[config.mk]
export PLATFORM = sky130hd
export DESIGN_NAME = dcache_assoc_controller_flat
export DESIGN_NICKNAME = d
export VERILOG_FILES = /design/src/rtl/dcache_assoc_controller_if.sv /design/src/rtl/dcache_assoc_controller.sv /design/src/flat_wrapper.sv
export SDC_FILE = /design/constraint.sdc
export NUM_CORES = 1
export LEC_CHECK = 0
export BUFFER_PORTS_ARGS = -buffer_cell sky130_fd_sc_hd__buf_2
export CORE_AREA = 4 4 43 45
export DETAILED_ROUTE_END_ITERATION = 16
export DIE_AREA = 0 0 47 49
export GPL_TIMING_DRIVEN = 0
export PLACE_DENSITY = 0.69
export SYNTH_ARGS = -nofsm -noshare
export SYNTH_HDL_FRONTEND = slang
export SYNTH_SLANG_ARGS = --single-unit
[constraint.sdc]
create_clock -name clk -period 1.9 [get_ports clk]
set_input_delay 0 -clock clk [delete_from_list [all_inputs] [get_ports clk]]
set_output_delay 0 -clock clk [all_outputs]
set_load 0.03 [all_outputs]
[src/rtl/dcache_assoc_controller_if.sv]
// Request, L2 and datapath-control bundle around the dcache controller.
// master = controller side; slave = pipeline/L2/datapath side. DCACHE_PERF_COUNTERS_EN adds counters.
package dcache_pkg;
    typedef enum logic [1:0] {
        LOAD    = 2'd0,
        STORE   = 2'd1,
        CLFLUSH = 2'd2
    } memory_operation_e;
endpackage

interface dcache_assoc_controller_if #(
    parameter int NUM_WAYS       = 2,
    parameter int WORDS_PER_LINE = 4
);
    import dcache_pkg::*;
    localparam int WAY_W = (NUM_WAYS > 1) ? $clog2(NUM_WAYS) : 1;
    localparam int OFS_W = $clog2(WORDS_PER_LINE);

    logic                 pipe_req_valid;
    memory_operation_e    pipe_req_type;
    logic                 pipe_req_fulfilled;
    logic                 l2_req_valid;
    memory_operation_e    l2_req_type;
    logic                 l2_req_fulfilled;
    logic [NUM_WAYS-1:0]  way_match;
    logic [NUM_WAYS-1:0]  way_valid;
    logic [NUM_WAYS-1:0]  way_dirty;
    logic [WAY_W-1:0]     sel_way;
    logic [OFS_W-1:0]     word_offset;
    logic                 flush_mode;
    logic                 load_mode;
    logic                 perform_write;
    logic                 set_selected_dirty_bit;
    logic                 clear_selected_dirty_bit;
    logic                 clear_selected_valid_bit;
    logic                 set_new_l2_block_address;
    logic                 use_dirty_tag_for_l2_block_address;
    logic                 finish_new_line_install;
`ifdef DCACHE_PERF_COUNTERS_EN
    logic [31:0]          hit_count;
    logic [31:0]          miss_count;
`endif

    modport master (
        input  pipe_req_valid, pipe_req_type, l2_req_fulfilled,
               way_match, way_valid, way_dirty,
        output pipe_req_fulfilled, l2_req_valid, l2_req_type, sel_way, word_offset,
               flush_mode, load_mode, perform_write, set_selected_dirty_bit,
               clear_selected_dirty_bit, clear_selected_valid_bit,
               set_new_l2_block_address, use_dirty_tag_for_l2_block_address,
               finish_new_line_install
`ifdef DCACHE_PERF_COUNTERS_EN
        , hit_count, miss_count
`endif
    );

    modport slave (
        output pipe_req_valid, pipe_req_type, l2_req_fulfilled,
               way_match, way_valid, way_dirty,
        input  pipe_req_fulfilled, l2_req_valid, l2_req_type, sel_way, word_offset,
               flush_mode, load_mode, perform_write, set_selected_dirty_bit,
               clear_selected_dirty_bit, clear_selected_valid_bit,
               set_new_l2_block_address, use_dirty_tag_for_l2_block_address,
               finish_new_line_install
`ifdef DCACHE_PERF_COUNTERS_EN
        , hit_count, miss_count
`endif
    );
endinterface

[src/rtl/dcache_assoc_controller.sv]
// N-way write-back/write-allocate L1 D-cache control FSM: hits complete same cycle, misses/flushes walk line beats.
// Beats advance only on l2_req_fulfilled (request held otherwise); DCACHE_PERF_COUNTERS_EN adds hit/miss counters.
module dcache_assoc_controller
    import dcache_pkg::*;
#(
    parameter int NUM_WAYS       = 2,
    parameter int WORDS_PER_LINE = 4
) (
    input  logic clk,
    input  logic reset,
    dcache_assoc_controller_if.master bus
);
    localparam int WAY_W = (NUM_WAYS > 1) ? $clog2(NUM_WAYS) : 1;
    localparam int OFS_W = $clog2(WORDS_PER_LINE);

    typedef enum logic [1:0] {IDLE, WRITEBACK, ALLOCATE, FLUSH} state_e;

    state_e           state;
    logic [WAY_W-1:0] rr_ptr;
    logic [WAY_W-1:0] victim_q;
    logic             from_rr_q;
    logic [OFS_W-1:0] beat;

    logic [WAY_W-1:0] hit_way;
    logic [WAY_W-1:0] victim;
    logic             hit;
    logic             all_valid;
    logic             hit_dirty;
    logic             victim_dirty;
    logic             is_flush;
    logic             done;

    // Descending scan so the lowest-index invalid way wins.
    always_comb begin
        hit_way = '0;
        victim  = rr_ptr;
        for (int i = NUM_WAYS - 1; i >= 0; i--) begin
            if (bus.way_match[i]) hit_way = WAY_W'(i);
            if (!bus.way_valid[i]) victim = WAY_W'(i);
        end
    end

    assign hit          = |bus.way_match;
    assign all_valid    = &bus.way_valid;
    assign hit_dirty    = bus.way_dirty[hit_way];
    assign victim_dirty = bus.way_valid[victim] && bus.way_dirty[victim];
    assign is_flush     = (bus.pipe_req_type == CLFLUSH);
    assign done         = bus.l2_req_fulfilled && (beat == OFS_W'(WORDS_PER_LINE - 1));

    always_ff @(posedge clk) begin
        if (reset) begin
            state     <= IDLE;
            rr_ptr    <= '0;
            victim_q  <= '0;
            from_rr_q <= 1'b0;
            beat      <= '0;
        end else begin
            case (state)
                IDLE: begin
                    if (bus.pipe_req_valid) begin
                        if (is_flush) begin
                            if (hit && hit_dirty) begin
                                victim_q  <= hit_way;
                                from_rr_q <= 1'b0;
                                beat      <= '0;
                                state     <= FLUSH;
                            end
                        end else if (!hit) begin
                            victim_q  <= victim;
                            from_rr_q <= all_valid;
                            beat      <= '0;
                            state     <= victim_dirty ? WRITEBACK : ALLOCATE;
                        end
                    end
                end
                WRITEBACK, ALLOCATE, FLUSH: begin
                    if (bus.l2_req_fulfilled) beat <= beat + OFS_W'(1);
                    if (done) begin
                        beat <= '0;
                        if (state == WRITEBACK) begin
                            state <= ALLOCATE;
                        end else begin
                            state <= IDLE;
                            if (state == ALLOCATE && from_rr_q)
                                rr_ptr <= (NUM_WAYS > 1) ? rr_ptr + WAY_W'(1) : '0;
                        end
                    end
                end
                default: state <= state_e'(2'bxx);
            endcase
        end
    end

    always_comb begin
        bus.pipe_req_fulfilled                 = 1'b0;
        bus.l2_req_valid                       = 1'b0;
        bus.l2_req_type                        = LOAD;
        bus.sel_way                            = victim_q;
        bus.word_offset                        = beat;
        bus.flush_mode                         = 1'b0;
        bus.load_mode                          = 1'b0;
        bus.perform_write                      = 1'b0;
        bus.set_selected_dirty_bit             = 1'b0;
        bus.clear_selected_dirty_bit           = 1'b0;
        bus.clear_selected_valid_bit           = 1'b0;
        bus.set_new_l2_block_address           = 1'b0;
        bus.use_dirty_tag_for_l2_block_address = 1'b0;
        bus.finish_new_line_install            = 1'b0;
        case (state)
            IDLE: begin
                bus.sel_way = hit ? hit_way : victim;
                if (bus.pipe_req_valid) begin
                    if (is_flush) begin
                        if (!hit) begin
                            bus.pipe_req_fulfilled = 1'b1;
                        end else if (!hit_dirty) begin
                            bus.clear_selected_valid_bit = 1'b1;
                            bus.pipe_req_fulfilled       = 1'b1;
                        end else begin
                            bus.set_new_l2_block_address           = 1'b1;
                            bus.use_dirty_tag_for_l2_block_address = 1'b1;
                        end
                    end else if (hit) begin
                        bus.pipe_req_fulfilled = 1'b1;
                        if (bus.pipe_req_type == STORE) begin
                            bus.perform_write          = 1'b1;
                            bus.set_selected_dirty_bit = 1'b1;
                        end
                    end else begin
                        bus.set_new_l2_block_address           = 1'b1;
                        bus.use_dirty_tag_for_l2_block_address = victim_dirty;
                    end
                end
            end
            WRITEBACK, FLUSH: begin
                bus.l2_req_valid = 1'b1;
                bus.l2_req_type  = STORE;
                bus.flush_mode   = 1'b1;
                if (done) begin
                    bus.clear_selected_dirty_bit = 1'b1;
                    bus.clear_selected_valid_bit = 1'b1;
                    if (state == WRITEBACK) bus.set_new_l2_block_address = 1'b1;
                    else                    bus.pipe_req_fulfilled       = 1'b1;
                end
            end
            ALLOCATE: begin
                bus.l2_req_valid  = 1'b1;
                bus.l2_req_type   = LOAD;
                bus.load_mode     = 1'b1;
                bus.perform_write = bus.l2_req_fulfilled;
                if (done) begin
                    bus.finish_new_line_install  = 1'b1;
                    bus.clear_selected_dirty_bit = 1'b1;
                end
            end
            default: begin
                bus.pipe_req_fulfilled                 = 1'bx;
                bus.l2_req_valid                       = 1'bx;
                bus.l2_req_type                        = memory_operation_e'(2'bxx);
                bus.sel_way                            = 'x;
                bus.word_offset                        = 'x;
                bus.flush_mode                         = 1'bx;
                bus.load_mode                          = 1'bx;
                bus.perform_write                      = 1'bx;
                bus.set_selected_dirty_bit             = 1'bx;
                bus.clear_selected_dirty_bit           = 1'bx;
                bus.clear_selected_valid_bit           = 1'bx;
                bus.set_new_l2_block_address           = 1'bx;
                bus.use_dirty_tag_for_l2_block_address = 1'bx;
                bus.finish_new_line_install            = 1'bx;
            end
        endcase
    end

`ifdef DCACHE_PERF_COUNTERS_EN
    logic [31:0] hit_q;
    logic [31:0] miss_q;
    logic        replay_q;

    // The cycle after a line install is the replayed request; it is not a fresh hit.
    always_ff @(posedge clk) begin
        if (reset) begin
            hit_q    <= '0;
            miss_q   <= '0;
            replay_q <= 1'b0;
        end else begin
            replay_q <= (state == ALLOCATE) && done;
            if (state == IDLE && bus.pipe_req_valid && !is_flush) begin
                if (hit && !replay_q && hit_q != 32'hFFFF_FFFF) hit_q <= hit_q + 32'd1;
                if (!hit && miss_q != 32'hFFFF_FFFF) miss_q <= miss_q + 32'd1;
            end
        end
    end

    assign bus.hit_count  = hit_q;
    assign bus.miss_count = miss_q;
`endif

    assert property (@(posedge clk) disable iff (reset) $onehot0(bus.way_match));
endmodule

[src/flat_wrapper.sv]
// flat-port wrapper written by rule: the top's interface ports become plain ports
module dcache_assoc_controller_flat import dcache_pkg::*;
#(
    parameter int NUM_WAYS       = 2,
    parameter int WORDS_PER_LINE = 4
)
  (clk, reset, bus_pipe_req_valid, bus_pipe_req_type, bus_l2_req_fulfilled, bus_way_match, bus_way_valid, bus_way_dirty, bus_pipe_req_fulfilled, bus_l2_req_valid, bus_l2_req_type, bus_sel_way, bus_word_offset, bus_flush_mode, bus_load_mode, bus_perform_write, bus_set_selected_dirty_bit, bus_clear_selected_dirty_bit, bus_clear_selected_valid_bit, bus_set_new_l2_block_address, bus_use_dirty_tag_for_l2_block_address, bus_finish_new_line_install);
  dcache_assoc_controller_if #(.NUM_WAYS(NUM_WAYS), .WORDS_PER_LINE(WORDS_PER_LINE)) bus_i ();
  input  logic clk;
  input  logic reset;
  input wire logic [$bits(bus_i.pipe_req_valid)-1:0] bus_pipe_req_valid;
  input wire logic [$bits(bus_i.pipe_req_type)-1:0] bus_pipe_req_type;
  input wire logic [$bits(bus_i.l2_req_fulfilled)-1:0] bus_l2_req_fulfilled;
  input wire logic [$bits(bus_i.way_match)-1:0] bus_way_match;
  input wire logic [$bits(bus_i.way_valid)-1:0] bus_way_valid;
  input wire logic [$bits(bus_i.way_dirty)-1:0] bus_way_dirty;
  output wire logic [$bits(bus_i.pipe_req_fulfilled)-1:0] bus_pipe_req_fulfilled;
  output wire logic [$bits(bus_i.l2_req_valid)-1:0] bus_l2_req_valid;
  output wire logic [$bits(bus_i.l2_req_type)-1:0] bus_l2_req_type;
  output wire logic [$bits(bus_i.sel_way)-1:0] bus_sel_way;
  output wire logic [$bits(bus_i.word_offset)-1:0] bus_word_offset;
  output wire logic [$bits(bus_i.flush_mode)-1:0] bus_flush_mode;
  output wire logic [$bits(bus_i.load_mode)-1:0] bus_load_mode;
  output wire logic [$bits(bus_i.perform_write)-1:0] bus_perform_write;
  output wire logic [$bits(bus_i.set_selected_dirty_bit)-1:0] bus_set_selected_dirty_bit;
  output wire logic [$bits(bus_i.clear_selected_dirty_bit)-1:0] bus_clear_selected_dirty_bit;
  output wire logic [$bits(bus_i.clear_selected_valid_bit)-1:0] bus_clear_selected_valid_bit;
  output wire logic [$bits(bus_i.set_new_l2_block_address)-1:0] bus_set_new_l2_block_address;
  output wire logic [$bits(bus_i.use_dirty_tag_for_l2_block_address)-1:0] bus_use_dirty_tag_for_l2_block_address;
  output wire logic [$bits(bus_i.finish_new_line_install)-1:0] bus_finish_new_line_install;
  assign bus_i.pipe_req_valid = bus_pipe_req_valid;
  assign bus_i.pipe_req_type = bus_pipe_req_type;
  assign bus_i.l2_req_fulfilled = bus_l2_req_fulfilled;
  assign bus_i.way_match = bus_way_match;
  assign bus_i.way_valid = bus_way_valid;
  assign bus_i.way_dirty = bus_way_dirty;
  assign bus_pipe_req_fulfilled = bus_i.pipe_req_fulfilled;
  assign bus_l2_req_valid = bus_i.l2_req_valid;
  assign bus_l2_req_type = bus_i.l2_req_type;
  assign bus_sel_way = bus_i.sel_way;
  assign bus_word_offset = bus_i.word_offset;
  assign bus_flush_mode = bus_i.flush_mode;
  assign bus_load_mode = bus_i.load_mode;
  assign bus_perform_write = bus_i.perform_write;
  assign bus_set_selected_dirty_bit = bus_i.set_selected_dirty_bit;
  assign bus_clear_selected_dirty_bit = bus_i.clear_selected_dirty_bit;
  assign bus_clear_selected_valid_bit = bus_i.clear_selected_valid_bit;
  assign bus_set_new_l2_block_address = bus_i.set_new_l2_block_address;
  assign bus_use_dirty_tag_for_l2_block_address = bus_i.use_dirty_tag_for_l2_block_address;
  assign bus_finish_new_line_install = bus_i.finish_new_line_install;
  dcache_assoc_controller #(.NUM_WAYS(NUM_WAYS), .WORDS_PER_LINE(WORDS_PER_LINE)) u_core (.clk(clk), .reset(reset), .bus(bus_i));
endmodule
==> metrics.txt, run 1 <==
hpwl dp=1.23 mm; crit share post-route=0.951; Worst-path clk slew=0.05 ns; Max Cap Viol=0; vias in the first global route=564; routed len/inst=12.4 um; Flop pwr share=0.357; die width=47 um; DR iter-0 viols=12; htree depth=1; f_max=553 MHz; Port-buffer cells=26; # setup viols final=0; Synth top area share=0.244; Tot Pwr=446 uW; Sw Ratio=0.349; drt drc=0; post-synthesis adder-cell area fraction=0.0218; largest net degree at the start of global routing=10; Post-Synth XOR/XNOR Area=0.0153; drt via density=5.31; Setup Fix Bufs, Post-CTS=0; syn avg cell area=7.76 um2; crit path kind=reg2out; status=complete, no violations; Seq/Total Area, Yosys=0.244; Layout area overhead=34.0%; Power Dens Cells=580 nW/um2; mapped cell area=574 um2; Post-synth ARST share=0; Die Y=49 um; Worst Path Required=1.90 ns; first-pass GRT wire length=2.39 mm; clk buf depth=2; ys flop type=dfxtp_1; Internal=291 uW; Compound-Gate Fraction of Synth Area=0.318; Crit-path slowest cell=or3b_4; 1st-pass router iterations=3; crit path to=bus_use_dirty_tag_for_l2_block_address; Clock Power Share=0.298; Total Routed Length=1.50 mm; hold violation count in the final report=0; Syn Nets=87; peak supply drop=336 uV; diode count=0; sw power=156 uW; Clock Sinks=7; Gate power share=0.345; placer's final routability congestion estimate=0.831; row count=14; Worst Hold Class=in2reg; pre-CTS setup slack=0.311 ns; clock skew=0.00310 ns; Filler cells=163; CP max FO=9; die footprint=2300 um2; area occupied by multi-input gates=385 um2; leakage power=0.378 nW; Mapped Cells=74; GRT Residual Overflow=0; Yosys top cell by area=dfxtp_1; TritonCTS clock tree=done; Synth area leaders=dfxtp_1, a21oi_1, nor2_1; CP Launch Point=u_core.state[0]$_SDFFE_PP0P_; R2R depth=5; FF/Latch Area=140 um2; simple-gate portion of the synthesized area=0.279; slowest cell delay on critical path=0.42 ns; RSZ-0062 raised after global routing=false; Tmin final=1.81 ns; via count=643; initial core utilization=0.390; post-synthesis mux area share=0.0196; number of I/O pins=28; synth warn=0; Root Buffer=clkbuf_4; Reg-to-Reg Start=u_core.state[0]$_SDFFE_PP0P_; Final TNS setup=0 ns; share of post-route cells with drive strength above 1=0.381; All-Layer GR Usage=0.140; Final Non-Filler Cells=121; EDFF count, synth=0; ANT nets after route=0; initial antenna violation count=0; Commonest cells post-synth=dfxtp_1, nor2_1, a21oi_1, nand2_1, inv_1; Worst Slack Setup Final=0.0926 ns; nets=119; startpoint types=register; Worst setup EP type=primary output; CP Cell Sequence=buf_6 -> or3b_4 -> o21bai_4 -> a211o_1 -> inv_1 -> clkbuf_4; Reg2Reg Setup Slack=0.37 ns; CTS Buf Count=3; Seq cells post-synth=7; clock latency on the worst-skew pair=0.25 ns; Synth cell types=35; WP data arrival=1.81 ns; Placed Cells=116; largest family of logic cells by synthesized area=compound AO/OA/AOI/OAI gates; Max Slew Vio Count=0; R2R Path End=u_core.victim_q$_SDFFE_PP0P_; Core Box Area=1470 um2
-- power groups by stage --
| stage | clock network, mW | registers (mW) | logic [mW] |
|---|---|---|---|
| after floorplan | 0 | 0.164 | 0.101 |
| after global routing | 0.153 | 0.160 | 0.168 |
| final | 0.133 | 0.159 | 0.154 |
| after detailed placement | 0 | 0.162 | 0.152 |
| after global placement | 0 | 0.162 | 0.151 |
| after CTS | 0.140 | 0.159 | 0.154 |
-- sequential cells by signal, indices dropped and copies added (netlist names) --
register	cells
u_core.victim_q	1
u_core.state	2
u_core.from_rr_q	1
u_core.bus.word_offset	2
u_core.rr_ptr	1
-- kinds of logic (layout without fill, tap and decap cells) --
group,after synthesis,count (layout)
XOR/XNOR,1,1
flip-flops,7,7
other,1,1
AO/OA/AOI/OAI,24,24
multiplexers,1,1
adder cells (fa/ha/maj),1,1
AND/OR/NAND/NOR,30,30
buffers and inverters,9,40
-- cells in the final DEF, fill, tap and decap left out, drive strengths merged, types with 2 or more instances in the layout --
cell	instances
inv	5
clkbuf	5
nor2	7
dlygate4sd3	2
o31ai	2
nand2b	2
o211ai	2
nor2b	2
nand2	6
nand3	4
nand4	3
dfxtp	7
o21ai	4
and2b	2
a21oi	7
buf	28
-- how the worst min path moves through the flow --
stage                     startpoint                            end  depth (start not counted)
floorplan                      reset   u_core.state[0]$_SDFFE_PP0P_                          1
global placement               reset   u_core.state[0]$_SDFFE_PP0P_                          2
detailed placement             reset   u_core.state[0]$_SDFFE_PP0P_                          2
CTS                 bus_way_valid[1]  u_core.from_rr_q$_SDFFE_PP0P_                          3
global route        bus_way_valid[1]  u_core.from_rr_q$_SDFFE_PP0P_                          3
finish              bus_way_valid[1]  u_core.from_rr_q$_SDFFE_PP0P_                          3
-- worst max-delay path, delay by kind of cell, from the launching register on --
kind,cells,cell delay [ns]
and+or+nand+nor,1,0.42
DFF,1,0.30
buffers and inverters,3,0.36
AOI/OAI and AO/OA,2,0.49
-- cell type report --
cell class,count,share of cell area
timing repair buffer,27,0.185
multi-input combinational,58,0.501
inverter,5,0.0244
tap,16,0.0260
buffer,4,0.0472
sequential,7,0.182
clock buffer,4,0.0341
-- metrics by stage --
stage / util / hold slack (ns) / area [um2]
finish: 0.523 / 0.0404 / 769
global route: 0.523 / 0.0335 / 769
CTS: 0.521 / 0.0323 / 767
detailed placement: 0.497 / 0.261 / 731
global placement: 0.497 / 0.259 / 731
floorplan: - / 0.0624 / 581
-- routing by layer --
layer,share of wire,track usage,vias up
li1,-,-,334
met1,0.45,0.168,294
met2,0.48,0.224,15
met3,0.065,0.0775,0
met4,0,0.0138,0
met5,0,0,-
-- what timing repair did --
action,CTS,global route
endpoints found under the hold margin,1,0
setup endpoints to repair,0,1
hold buffers,1,0
resized for setup,0,1
Note: power is estimated with default switching activity, not from simulation.
==> inputs of run 2 (changes only) <==
--- a/config.mk
+++ b/config.mk
@@ -5,12 +5,11 @@
 export SDC_FILE = /design/constraint.sdc
 export NUM_CORES = 1
 export LEC_CHECK = 0
-export BUFFER_PORTS_ARGS = -buffer_cell sky130_fd_sc_hd__buf_2
 export CORE_AREA = 4 4 43 45
 export DETAILED_ROUTE_END_ITERATION = 16
 export DIE_AREA = 0 0 47 49
+export DONT_BUFFER_PORTS = 1
 export GPL_TIMING_DRIVEN = 0
-export PLACE_DENSITY = 0.69
 export SYNTH_ARGS = -nofsm -noshare
 export SYNTH_HDL_FRONTEND = slang
 export SYNTH_SLANG_ARGS = --single-unit
==> run 2 against run 1 <==
Routed wire length increased by 3.9%. Highest routed layer unchanged. Critical path depth fell by 2. Core utilization fell by 3.2 points. Sequential share of layout area rose by 1.2 points. Via count fell by 9.0%. Combinational power is 12% lower. Clock skew increased by 0.013 ns. Sequential power up 3%. Setup slack got worse by 0.090 ns.
==> metrics.txt, run 2 (synthesis gave the netlist of run 1 again) <==
routed len/inst=15.6 um; DR iter-0 viols=10; crit share post-route=0.999; Layout area overhead=25.7%; WP data arrival=1.90 ns; peak supply drop=411 uV; hpwl dp=1.17 mm; Max Cap Viol=0; placer's final routability congestion estimate=0.729; number of I/O pins=28; startpoint types=register; 1st-pass router iterations=4; TritonCTS clock tree=done; Worst Path Required=1.90 ns; drt drc=0; leakage power=0.283 nW; htree depth=1; Root Buffer=clkbuf_4; drt via density=5.85; All-Layer GR Usage=0.144; via count=585; initial antenna violation count=0; final instance area=722 um2; Total Routed Length=1.56 mm; share of post-route cells with drive strength above 1=0.238; Core Box Area=1470 um2; RSZ-0062 raised after global routing=true; Die Y=49 um; Post-DP Area=601 um2; clk buf depth=2; Worst-path clk slew=0.06 ns; die footprint=2300 um2; clock skew=0.0158 ns; GRT Residual Overflow=0; Crit-path slowest cell=nor4b_4; die width=47 um; Slew HR=0.564; status=complete, no violations; Clock Sinks=7; largest net degree at the start of global routing=10; Tmin final=1.90 ns; vias in the first global route=559; CTS Buf Count=3; Port-buffer cells=0; # setup viols final=0; CP max FO=9; Max Slew Vio Count=0; Worst Max-Slew Pin Slew=0.650 ns; Setup Fix Bufs, Post-CTS=0; crit path kind=reg2out; CP top delay family=simple AND/OR/NAND/NOR gates; nets=98; Worst setup EP type=primary output; f_max=527 MHz; row count=14; diode count=0; ANT nets after route=0; slowest cell delay on critical path=0.57 ns; CP Cell Sequence=buf_6 -> or3b_4 -> nor4b_4 -> a21o_4; commonest non-fill, non-tap cells in the layout=nor2_1, dlygate4sd3_1, dfxtp_1; clock latency on the worst-skew pair=0.26 ns; Worst Hold Class=in2reg; Placed Cells=90; initial core utilization=0.390; hold violation count in the final report=0; Final Non-Filler Cells=100; Critical path buffers and inverters=1; Power Dens Cells=607 nW/um2; first-pass GRT wire length=2.50 mm
[run 2: cell count changes in the layout (fill, tap and decap cells not counted), sizes merged]
cell	before	now
buf	28	3
clkbuf	5	4
dlygate4sd3	2	7
[run 2: final timing paths]
kind                                                    start                       endpoint  slack (ns)  cells after the start
worst max register to register   u_core.state[0]$_SDFFE_PP0P_   u_core.state[0]$_SDFFE_PP0P_        0.31                      5
worst min register to register  u_core.from_rr_q$_SDFFE_PP0P_  u_core.from_rr_q$_SDFFE_PP0P_        0.49                      2
worst max-delay path             u_core.state[0]$_SDFFE_PP0P_              bus_perform_write       0.002                      4
worst min-delay path                     bus_l2_req_fulfilled   u_core.state[0]$_SDFFE_PP0P_        0.02                      3
[run 2: cell type report]
cell class,count,area (um2)
Multi-Input combinational cell,58,420
Timing Repair Buffer,6,60.1
Inverter,5,18.8
Sequential cell,7,140
Buffer,4,36.3
Clock buffer,4,26.3
Fill cell,167,749
Tap cell,16,20.0
[run 2: power by group]
part	total [mW]	leakage, nW	internal [mW]	switching, mW
logic	0.136	0.211	0.0495	0.0866
clock network	0.139	0.0150	0.0804	0.0587
registers	0.163	0.0569	0.153	0.00929
total	0.438	0.283	0.283	0.155
[run 2: repair_timing]
item / in CTS / in global routing
setup endpoints to repair: 5 / 4
hold endpoints to repair: 7 / 0
gates resized for setup: 5 / 5
pin swaps: 0 / 2
hold buffers: 6 / 0
[run 2: routing by layer]
layer	up-vias	wire length (um)	part of all wire	global-route usage
met5	-	0	0	0
met4	0	0	0	0.0276
met3	0	166	0.11	0.0701
met2	22	751	0.48	0.222
met1	267	640	0.41	0.181
li1	296	-	-	-
[run 2: tightest hold or removal path, stage by stage]
cell,delay (ns)
nand2_1,0.09
nand2_1,0.10
a21oi_2,0.05
[run 2: metrics by stage]
| step | util | setup TNS [ns] | total power [mW] | worst slack [ns] | hold slack, ns |
|---|---|---|---|---|---|
| 2_1_floorplan | - | 0 | 0.265 | 0.111 | 0.0624 |
| 3_3_place_gp | 0.408 | 0 | 0.279 | 0.0480 | 0.0646 |
| 3_5_place_dp | 0.408 | 0 | 0.279 | 0.0438 | 0.0651 |
| 4_1_cts | 0.483 | -0.0488 | 0.437 | -0.0378 | 0.0149 |
| 5_1_grt | 0.491 | -0.0369 | 0.458 | -0.0369 | 0.0557 |
| 6_report | 0.491 | 0 | 0.438 | 0.00221 | 0.0202 |
